## src/rtl/common.sv

```systemverilog
// Shared types for the memory access unit: access kinds, FSM states and
// small classification helpers that never rely on enum encodings.
package common;

  typedef enum logic [3:0] {
    NONE, LB, LH, LW, LBU, LHU, SB, SH, SW
  } mem_access_type;

  typedef enum logic [1:0] {
    IDLE, REQ, WAIT, RESP
  } mau_state_t;

  function automatic logic is_load(input mem_access_type t);
    return t inside {LB, LH, LW, LBU, LHU};
  endfunction

  function automatic logic is_store(input mem_access_type t);
    return t inside {SB, SH, SW};
  endfunction

  function automatic logic is_misaligned(input mem_access_type t, input logic [1:0] a);
    case (t)
      LH, LHU, SH: return a[0];
      LW, SW:      return (a != 2'b00);
      default:     return 1'b0;
    endcase
  endfunction

endpackage

```

## src/rtl/load_extend.sv

```systemverilog
// Picks the byte/half lane addressed by the low address bits out of a bus
// word and sign- or zero-extends it according to the load kind.
module load_extend
  import common::*;
(
  input  mem_access_type access_type,
  input  logic [1:0]     addr,
  input  logic [31:0]    rdata,
  output logic [31:0]    ext_data
);

  logic [7:0]  w_byte;
  logic [15:0] w_half;

  always_comb begin
    case (addr)
      2'd0:    w_byte = rdata[7:0];
      2'd1:    w_byte = rdata[15:8];
      2'd2:    w_byte = rdata[23:16];
      default: w_byte = rdata[31:24];
    endcase
    w_half = addr[1] ? rdata[31:16] : rdata[15:0];
  end

  always_comb begin
    case (access_type)
      LB:      ext_data = {{24{w_byte[7]}}, w_byte};
      LBU:     ext_data = {24'h0, w_byte};
      LH:      ext_data = {{16{w_half[15]}}, w_half};
      LHU:     ext_data = {16'h0, w_half};
      LW:      ext_data = rdata;
      default: ext_data = 32'h0;
    endcase
  end

endmodule

```

## src/rtl/mem_access_unit.sv

```systemverilog
// Single-outstanding load/store unit between the execute stage and a simple
// request/grant/rvalid bus; faults and NONE requests complete without bus traffic.
module mem_access_unit
  import common::*;
(
  input  logic           clk,
  input  logic           rst_n,
  input  logic           req_valid,
  output logic           req_ready,
  input  mem_access_type access_type,
  input  logic [31:0]    addr,
  input  logic [31:0]    wdata,
  input  logic [4:0]     rd,
  output logic           resp_valid,
  output logic [31:0]    resp_rdata,
  output logic [4:0]     resp_rd,
  output logic           misaligned,
  output logic           bus_req,
  output logic           bus_we,
  output logic [31:0]    bus_addr,
  output logic [3:0]     bus_wstrb,
  output logic [31:0]    bus_wdata,
  input  logic           bus_gnt,
  input  logic           bus_rvalid,
  input  logic [31:0]    bus_rdata
);

  mau_state_t     r_state, w_next;
  mem_access_type r_type;
  logic [31:0]    r_addr, r_wdata, r_rdata;
  logic [4:0]     r_rd;
  logic           r_mis;
  logic [31:0]    w_ext;
  logic           w_accept;

  assign w_accept = req_valid && (r_state == IDLE);

  load_extend u_load_extend (
    .access_type (r_type),
    .addr        (r_addr[1:0]),
    .rdata       (bus_rdata),
    .ext_data    (w_ext)
  );

  always_ff @(posedge clk or negedge rst_n) begin
    if (!rst_n) begin
      r_state <= IDLE;
      r_type  <= NONE;
      r_addr  <= 32'h0;
      r_wdata <= 32'h0;
      r_rdata <= 32'h0;
      r_rd    <= 5'h0;
      r_mis   <= 1'b0;
    end else begin
      r_state <= w_next;
      if (w_accept) begin
        r_type  <= access_type;
        r_addr  <= addr;
        r_wdata <= wdata;
        r_rd    <= rd;
        r_mis   <= is_misaligned(access_type, addr[1:0]);
        r_rdata <= 32'h0;
      end else if (r_state == WAIT && bus_rvalid) begin
        r_rdata <= w_ext;
      end
    end
  end

  always_comb begin
    w_next     = r_state;
    req_ready  = 1'b0;
    resp_valid = 1'b0;
    resp_rdata = 32'h0;
    resp_rd    = 5'h0;
    misaligned = 1'b0;
    bus_req    = 1'b0;
    bus_we     = 1'b0;
    bus_addr   = 32'h0;
    bus_wstrb  = 4'h0;
    bus_wdata  = 32'h0;
    case (r_state)
      IDLE: begin
        req_ready = 1'b1;
        if (req_valid) begin
          if ((is_load(access_type) || is_store(access_type)) &&
              !is_misaligned(access_type, addr[1:0]))
            w_next = REQ;
          else
            w_next = RESP;
        end
      end
      REQ: begin
        bus_req  = 1'b1;
        bus_addr = {r_addr[31:2], 2'b00};
        if (is_store(r_type)) begin
          bus_we = 1'b1;
          case (r_type)
            SB: begin
              bus_wstrb = 4'b0001 << r_addr[1:0];
              bus_wdata = {4{r_wdata[7:0]}};
            end
            SH: begin
              bus_wstrb = 4'b0011 << {r_addr[1], 1'b0};
              bus_wdata = {2{r_wdata[15:0]}};
            end
            default: begin
              bus_wstrb = 4'b1111;
              bus_wdata = r_wdata;
            end
          endcase
        end
        // rvalid in the grant cycle belongs to nobody; loads always pass through WAIT
        if (bus_gnt)
          w_next = is_store(r_type) ? RESP : WAIT;
      end
      WAIT: begin
        if (bus_rvalid)
          w_next = RESP;
      end
      RESP: begin
        resp_valid = 1'b1;
        resp_rdata = r_rdata;
        resp_rd    = r_rd;
        misaligned = r_mis;
        w_next     = IDLE;
      end
      default: w_next = IDLE;
    endcase
  end

endmodule

```

## config.mk

```make
export PLATFORM = sky130hd
export DESIGN_NAME = mem_access_unit
export DESIGN_NICKNAME = d
export VERILOG_FILES = /design/src/rtl/common.sv /design/src/rtl/load_extend.sv /design/src/rtl/mem_access_unit.sv
export SDC_FILE = /design/constraint.sdc
export NUM_CORES = 1
export LEC_CHECK = 0
export CORE_MARGIN = 3
export CORE_UTILIZATION = 49
export DETAILED_ROUTE_END_ITERATION = 6
export PLACE_DENSITY = 0.94
export RECOVER_POWER = 100
export SKIP_CTS_REPAIR_TIMING = 1
export SYNTH_ARGS = -nofsm -noshare
export SYNTH_HDL_FRONTEND = slang
export SYNTH_SLANG_ARGS = --single-unit
```

## constraint.sdc

```tcl
create_clock -name clk -period 4.48 [get_ports clk]
set_clock_uncertainty 0.05 [all_clocks]
set_input_delay 0.896 -clock clk [delete_from_list [all_inputs] [get_ports clk]]
set_output_delay 0.896 -clock clk [all_outputs]
set_load 0.005 [all_outputs]
```

==> qor.yml <==
placement:
  hpwl_microns: 13200
  gp_congestion: 0.935
  dp.cells: 890
  io_buffer_count: 217
power:
  power_density_nw_per_um2: 583
  ir_worst_vdd_mv: 0.325
  finalPower_w: 0.00499
  leakage_nw: 3.66
global_routing:
  grt-ovfl-total: 0
  grtUsageTotal_pct: 26.3
  antenna_found_initial: 0
  grt_max_degree: 83
  grt_pass1_wl_microns: 27900
  grt_pass1_vias: 5266
routing:
  vias: 5240
  wl_per_cell_microns: 20.0
  drt-vias-per-instance: 5.78
  dr.pass1.iters: 5
  drt_wl_total_microns: 18100
  drt-initial-drc-count: 542
  route.detailed.drc: 0
  antenna_left: 0
synthesis:
  synth_warnings: 0
  synth_area_sq_um: 5980
  synth-seq-area-share_pct: 45.2
  synth_flop_cell: "dfrtp_1"
  ys_ff_latch: 108
  synth_edf_count: 0
  synthCells: 564
  synth_top_area_share_pct: 45.2
  synth_area_leaders: "dfrtp_1 (45%), mux2_2 (16%), and2_1 (8.1%)"
  yosysMostFrequentCell: "dfrtp_1"
  ys_types: 46
  syn_avg_cell_area_sq_um: 10.6
  synth_commonest_cells: "dfrtp_1 (108), mux2_2 (85), and2_1 (77), nand2_1 (70), a22o_1 (25)"
  yosysTopAreaCell: "dfrtp_1"
  async_reset_ff_share_pct: 100
finish:
  area_growth_pct: 42.8
  drive_gt1_share_pct: 15.5
  fill_cells: 806
  nets: 872
  multi_input_area_sq_um: 3060
  utilization_pct: 73.3
  regArea_sq_um: 2700
  antenna_cells: 0
  finalNonFillerCells: 906
critical_path:
  reg2reg_slack_ns: 0.69
  path_max_fanout: 33
  cp.arrival_ns: 3.25
  cpPeakStageDelay_ns: 0.83
  required_ns: 3.53
  cp_top_family: "compound AO/OA/AOI/OAI gates"
  crit_path_top_delay_cell: "ha_1"
  startpoint_type: "flip-flop"
  critical_path_buf_inv_count: 2
  worstPathCellList: "inv_1, ha_1, o21ai_4, a211oi_1, dlygate4sd3_1"
  r2r_cells: 5
  end_kind: "output pin"
  worstReg2RegEnd: "r_addr[11]"
  worst-setup-path-type: "reg -> out"
  timing.rr.start: "r_state[0]"
clocking:
  clock_sinks: 108
  cts.htree.levels: 3
  clk-insertion-delay-late_ns: 0.34
  cts_buffers: 9
  cts_root_buffer: "clkbuf_16"
  cts.reportedPaths.clkPinSlew_ns: 0.07
  cts_tree: "done"
  clk_path_buf_depth: 2
die:
  dieArea_sq_um: 13600
  initial_core_util_pct: 51.3
  core_area_sq_um: 11700
  fp-row-count: 39
  chipHeight_microns: 117
  ios: 220
  die_x_microns: 117
timing:
  fmaxAchievable_mhz: 239
  relSlewSlack_pct: -36.6
  rsz0062_at_grt: "no"
  fin_crit_ns: 4.19
  tns_ns: 0
  tightestPinTransition_ns: 2.05
  finalMaxSlewViolations: 144
  fin_crit_sh_pct: 93.6
  setup_viol_count_final: 0
  timing_hold_violations_final: 0
outcome:
  violations: "max-capacitance violations, max-slew violations"
  status: "finished with violations"
worst_hold_path:
  hold_path_end: "r_mis"
  hold_path.class: "reg -> reg"
  hp-start: "r_mis"
  min_path_cells: 2
run:
  cap_violations: 3
==> report_power, final <==
part           leakage, nW  internal, W  switching [W]
clock network        0.165     0.000553       0.000375
registers             1.34      0.00140       0.000339
logic                 2.15      0.00120        0.00111
==> cell families after synthesis <==
kind of cell    count (synthesis)  share of synthesized area (%)
compound gates                109                           14.1
mux                           103                           19.2
flops                         108                           45.2
fa+ha+maj                       4                          0.837
other cells                     1                         0.0627
xor+xnor                        2                          0.418
buf+inv                        52                           4.18
simple gates                  185                           16.1
==> registers in the layout, indices dropped and copies added (netlist names) <==
name / flops
r_addr: 32
r_mis: 1
r_rd: 5
r_rdata: 32
r_state: 2
r_type: 4
r_wdata: 32
==> metrics by stage <==
step | instance area, sq um | hold slack (ns) | worst slack [ns]
global route | 8550 | 0.463 | 0.0734
global placement | 8200 | 0.414 | 0.607
floorplan | 5990 | 0.392 | 2.12
finish | 8550 | 0.433 | 0.289
detailed placement | 8200 | 0.422 | 0.390
CTS | 8550 | 0.439 | 0.0205
==> worst reg2reg max path, cell delays in order (launching register included) <==
cell and delay, ns:
dfrtp_1 0.41, inv_1 0.14, ha_1 0.30, and2_0 1.49, clkbuf_4 0.86, mux2_2 0.44
==> layout by cell type, fill, tap and decap left out, types with 3 or more instances in the layout <==
master / synthesis / layout
dlygate4sd3_1: 0 / 57
nor3_1: 3 / 3
mux2i_1: 17 / 17
a221o_1: 7 / 7
a21oi_1: 23 / 22
dfrtp_1: 108 / 108
clkdlybuf4s50_1: 0 / 159
ha_1: 4 / 4
nand2_1: 70 / 70
bufinv_16: 0 / 3
buf_4: 5 / 5
nor2_1: 21 / 21
mux2_2: 85 / 84
a211oi_1: 8 / 8
clkbuf_16: 0 / 9
and2_0: 0 / 54
o21ai_0: 16 / 16
and2_1: 77 / 23
inv_1: 9 / 9
a32oi_1: 9 / 9
o211ai_1: 8 / 8
a22o_1: 25 / 25
==> per-layer routing <==
layer	wire length [microns]	share of wire [%]	GRT usage, %	vias to the layer above
met5	0	0	0	-
met4	447	2.5	8.66	0
met3	1760	9.7	7.46	36
met2	8820	49	43.6	288
met1	7060	39	33.4	2541
li1	-	-	-	2375
==> worst max-delay path by stage <==
stage | from | endpoint | slack [ns] | cells after the start
final | r_state[1] | bus_wdata[27] | 0.29 | 5
after global routing | r_state[1] | bus_wdata[4] | 0.07 | 6
after CTS | r_type[3] | bus_wdata[0] | 0.02 | 6
after detailed placement | r_type[3] | bus_wdata[0] | 0.39 | 6
after global placement | r_type[3] | bus_wdata[0] | 0.61 | 6
after floorplan | r_type[1] | bus_wdata[17] | 2.12 | 6
==> layout make-up <==
class	count	area share [%]
clock inverters	6	1.38
flip-flops and latches	108	31.6
repair buffers	225	26.0
multi-input cells	405	35.9
inverters	9	0.395
well taps	143	2.09
clock buffers	10	2.68
Power figures use the tool's default switching activity.
==> patch 1 (config.mk and constraints unchanged) <==
Reset style: synchronous (`rst_n`), changed in one clocked block.
--- a/src/rtl/mem_access_unit.sv
+++ b/src/rtl/mem_access_unit.sv
@@ -44,3 +44,3 @@
 
-  always_ff @(posedge clk or negedge rst_n) begin
+  always_ff @(posedge clk) begin
     if (!rst_n) begin
Behaviour: differs if rst_n is asserted again (counterexample within 4 cycles, from zero or initial values and one cycle with rst_n low); with rst_n held inactive, the same outputs for 10 cycles.
==> patch 1 against the original RTL <==
The run still ends with capacitance limit, slew limit left; global-route usage up 3.2 points; non-clock buffer count up 2; synthesized cell count up 8.9%; worst setup slack worse by 0.014 ns; wire length down 0.16%; cell area down 11%; area after synthesis down 11%; sequential cell count unchanged; maximum frequency down 0.33%.
Power is not compared: it rests on default switching activity, and its combinational part moved more than twofold at a synthesized area within 25%.
==> patch 1: results (changes against the original RTL) <==
- Syn. warnings: 0 (unchanged)
- DRC Markers: 0 (unchanged)
- Seq/Total Area, Yosys: 40.72% (was 45.17%)
- # diodes: 0 (unchanged)
- Synth cell count leaders: dfxtp_1, and2_1, a22o_1 (was dfrtp_1, mux2_2, and2_1)
- Worst hold path class: reg2reg (unchanged)
- 1st-pass router iterations: 5 (unchanged)
- Drt initial violations: 466 (was 542)
- Maximum VDD drop: 0.2004 mV
- NumNets Final: 912 (was 872)
- Share of cells above drive strength 1: 3.736% (was 15.47%)
- Leak Pwr: 2.880 nW
- Max-cap check violation count: 1 (was 3)
- Status: finished, violations left (unchanged)
- CP arrival: 3.26 ns (was 3.25 ns)
- Hold Crit Depth: 2 (unchanged)
- Cts bufs inserted: 9 (unchanged)
- Max incr delay on CP: 0.79 ns (was 0.83 ns)
- Placed Area: 0.007496 mm2 (was 0.008204 mm2)
- Largest net degree at the start of global routing: 47 (was 83)
- Critical Path Fanout Max: 33 (unchanged)
- Max-slew violation count: 47 (was 144)
- Number of distinct library cells after synthesis: 50 (was 46)
- Synth area leaders: dfxtp_1, a22o_1, and2_1 (was dfrtp_1, mux2_2, and2_1)
- Top Registers: r_addr x32, r_rdata x32, r_wdata x32 (unchanged)
- CP top delay family: buffers and inverters (was compound AO/OA/AOI/OAI gates)
- Htree depth: 3 (unchanged)
- Initial antenna violation count: 0 (unchanged)
- Failing checks: capacitance limit, slew limit (unchanged)
- Critical path's slowest cell: ha_1 (unchanged)
- Global-route wire length before repair: 27860 um (unchanged)
- Actual slew at the worst max-slew pin: 1.744 ns (was 2.049 ns)
- Total GRT Usage: 29.50% (was 26.31%)
- Clk_lat worst skew: 0.36 ns (was 0.34 ns)
- Clock-pin slew on the worst setup and hold paths: 0.10 ns (was 0.07 ns)
- GPL Wtd Cong: 0.9486 (was 0.9347)
- Via count: 5459 (was 5240)
- # port buffers: 217 (unchanged)
- Drt wl/cell: 19.22 um (was 19.95 um)
- Reg2Reg Depth: 5 (unchanged)
- Synth async-reset ratio: 0% (was 100.0%)
- CTS max path bufs: 2 (unchanged)
- Layout fillers: 781 (was 806)
- Number of global-route vias before repair: 5424 (was 5266)
- Area taken by multi-input logic gates: 0.002846 mm2 (was 0.003064 mm2)
- Root Driver: clkbuf_8 (was clkbuf_16)
- HPWL after DPL: 13400 um (was 13170 um)
patch 1: changes by cell type in the layout (fill, tap and decap cells not counted), moves of 9 or more:
| cell | delta |
|---|---|
| a21oi_1 | +27 |
| dlygate4sd3_1 | -9 |
| a22o_1 | +45 |
| clkdlybuf4s50_1 | +10 |
| nand3_1 | +10 |
| a32oi_1 | -9 |
| dfrtp_1 | -108 |
| clkbuf_16 | -9 |
| mux2_2 | -84 |
| nand2_1 | -17 |
| clkbuf_8 | +9 |
| o21ai_0 | +32 |
| and2_1 | +15 |
| dfxtp_1 | +108 |
patch 1: cells by family after synthesis:
kind of cell / after synthesis / share of synthesized area, %
AND/OR/NAND/NOR: 201 / 20.05
flip-flops: 108 / 40.72
XOR/XNOR: 2 / 0.3299
multiplexers: 24 / 4.995
AO/OA/AOI/OAI: 208 / 27.57
other: 1 / 0.07062
buffers and inverters: 66 / 5.325
adder cells (fa/ha/maj): 4 / 0.9425
patch 1: tightest hold or removal path, cell delays in order, from the launching register on:
cell and delay, ns:
dfxtp_1 0.32, nand2_1 0.05, a21oi_1 0.05
patch 1: cell type report:
cell class              count  area share, %
clock buffers              10          1.669
clock inverters             6         0.9490
inverters                  11         0.5399
multi-input cells         441          37.22
flip-flops and latches    108          28.27
well taps                 136          2.225
repair buffers            227          29.12
patch 1: worst paths after layout:
check,slack (ns),startpoint,end
worst max-delay path,0.28,r_state[1],bus_wdata[25]
worst min-delay path,0.41,r_rdata[31],r_rdata[31]
worst max register to register,1.00,r_state[1],r_addr[2]
worst min register to register,0.41,r_rdata[31],r_rdata[31]
patch 1: per-layer routing:
layer	global-route usage, %	part of all wire (%)	vias to the layer above
li1	-	-	2529
met1	36.77	40	2551
met2	48.70	47	335
met3	7.280	11	44
met4	12.40	3.3	0
met5	0	0	-
patch 1: power breakdown:
group          internal [mW]  switching (mW)  leakage, nW  total, mW
Sequential              1.10           0.117        0.881       1.22
Clock                  0.266           0.334        0.103      0.600
Combinational          0.396           0.486         1.90      0.882
Total                   1.76           0.938         2.88       2.70
patch 1: metrics by stage:
stage / hold WS, ns / power [mW] / setup WS (ns) / cells
after floorplan: 0.3667 / 1.765 / 2.020 / 615
after global placement: 0.3834 / 2.090 / 0.8787 / 923
after detailed placement: 0.3910 / 2.126 / 0.7707 / 923
after CTS: 0.4054 / 2.723 / 0.3381 / 939
after global routing: 0.4441 / 2.841 / 0.05567 / 939
final: 0.4075 / 2.700 / 0.2751 / 939
==> patch 2 (config.mk and constraints unchanged) <==
Made on the original files. The 4 states of `mau_state_t` get a Gray code encoding in 2 bits.
--- a/src/rtl/common.sv
+++ b/src/rtl/common.sv
@@ -9,3 +9,3 @@
   typedef enum logic [1:0] {
-    IDLE, REQ, WAIT, RESP
+    IDLE = 2'b00, REQ = 2'b01, WAIT = 2'b11, RESP = 2'b10
   } mau_state_t;
Check against the original RTL: same outputs for any inputs over 10 cycles, from zero or initial values and one cycle with rst_n low; not proved beyond that.
==> patch 2 against the original RTL <==
The flow still finishes with violations (capacitance limit, slew limit); synthesized cell count is 25% higher; cell area is 2.7% lower; core utilization is 1.1 points lower; sequential power is 3% lower; wire length is 0.49% higher; total power is 11% lower; worst setup slack better by 0.12 ns; area after synthesis is 2.6% lower; sequential share of layout area is 0.89 points higher; sequential cell count stayed put.
==> patch 2: results (changes against the original RTL) <==
- Synth area leaders: dfrtp_1, nand2_1, and2_1 (was dfrtp_1, mux2_2, and2_1)
- Max-slew violation count: 108 (was 144)
- Initial antenna violation count: 1 (was 0)
- Critical Path Fanout Max: 17 (was 33)
- Number of global-route vias before repair: 5546 (was 5266)
- Share of cells above drive strength 1: 4.799% (was 15.47%)
- Seq/Total Area, Yosys: 46.35% (was 45.17%)
- Critical path's slowest cell: or3_1 (was ha_1)
- Actual slew at the worst max-slew pin: 3.277 ns (was 2.049 ns)
- Synth cell count leaders: nand2_1, dfrtp_1, and2_1 (was dfrtp_1, mux2_2, and2_1)
- HPWL after DPL: 13040 um (was 13170 um)
- Leak Pwr: 3.913 nW (was 3.656 nW)
- Via count: 5754 (was 5240)
- Status: finished, violations left (unchanged)
- Syn Inst Count: 703 (was 564)
- Global-route wire length before repair: 28240 um (was 27860 um)
- Total GRT Usage: 26.96% (was 26.31%)
- GPL Wtd Cong: 0.8575 (was 0.9347)
- Max-cap check violation count: 2 (was 3)
- Drt wl/cell: 17.49 um (was 19.95 um)
- Drt initial violations: 429 (was 542)
- Failing checks: capacitance limit, slew limit (unchanged)
- Maximum VDD drop: 0.3604 mV (was 0.3249 mV)
- Clk_lat worst skew: 0.34 ns (about the same)
- Number of distinct library cells after synthesis: 45 (was 46)
- # diodes: 0 (unchanged)
- Largest net degree at the start of global routing: 61 (was 83)
- DR vias/cell: 5.538 (was 5.784)
- Max incr delay on CP: 0.67 ns (was 0.83 ns)
- Worst hold path class: reg2reg (unchanged)
- Cells after DPL: 1023 (was 890)
patch 2: per-stage QoR:
stage / setup WS [ns] / area [um2] / hold slack (ns)
after floorplan: 2.028 / 5834 / 0.3874
after global placement: 1.070 / 8028 / 0.3989
after detailed placement: 0.9592 / 8028 / 0.4036
after CTS: 0.5586 / 8344 / 0.4224
after global routing: 0.1959 / 8314 / 0.4346
final: 0.4064 / 8314 / 0.4190
patch 2: area by class of cell:
class,count,area [um2]
Timing Repair Buffer,230,2241
Fill cell,858,3202
Clock buffer,10,239.0
Tap cell,143,178.9
Sequential cell,108,2703
Inverter,5,18.77
Clock inverter,6,77.57
Multi-Input combinational cell,537,2856
patch 2: critical path, delay by kind of cell (launching register included):
family / cells / cell delay, ns
AND/OR/NAND/NOR: 3 / 1.28
buffers and inverters: 2 / 0.80
flip-flops: 1 / 0.51
AO/OA/AOI/OAI: 1 / 0.19
patch 2: cell families (layout without fill, tap and decap cells):
family,count (synthesis),after routing,share of synthesized area [%]
and+or+nand+nor,397,397,30.41
AOI/OAI and AO/OA,119,119,13.48
DFF,108,108,46.35
buffers and inverters,59,251,4.764
muxes,17,17,4.635
xor gates and xnor gates,2,2,0.3005
other,1,2,0.06432
patch 2: final timing paths:
path / from / endpoint / slack, ns / cells after the start
min in group asynchronous: rst_n / r_rdata[22] / 1.58 / 1
setup reg to reg: r_state[1] / r_wdata[23] / 0.96 / 5
max in group asynchronous: rst_n / r_wdata[24] / 0.86 / 2
setup / recovery: r_type[1] / bus_wdata[10] / 0.41 / 6
hold / removal: r_addr[26] / r_addr[26] / 0.42 / 2
hold reg to reg: r_addr[26] / r_addr[26] / 0.42 / 2
patch 2: power breakdown:
| group | internal [mW] | switching (mW) | total (mW) | leakage [nW] |
|---|---|---|---|---|
| Sequential | 1.35 | 0.341 | 1.69 | 1.38 |
| Clock | 0.460 | 0.385 | 0.845 | 0.153 |
| Combinational | 0.847 | 1.05 | 1.90 | 2.38 |
patch 2: metal layers:
| metal | vias up | share of wire (%) | global-route usage [%] |
|---|---|---|---|
| li1 | 2676 | - | - |
| met1 | 2719 | 40 | 35.52 |
| met4 | 2 | 2.0 | 7.590 |
| met3 | 37 | 10 | 8.526 |
| met5 | - | 0.072 | 0 |
| met2 | 320 | 48 | 43.21 |
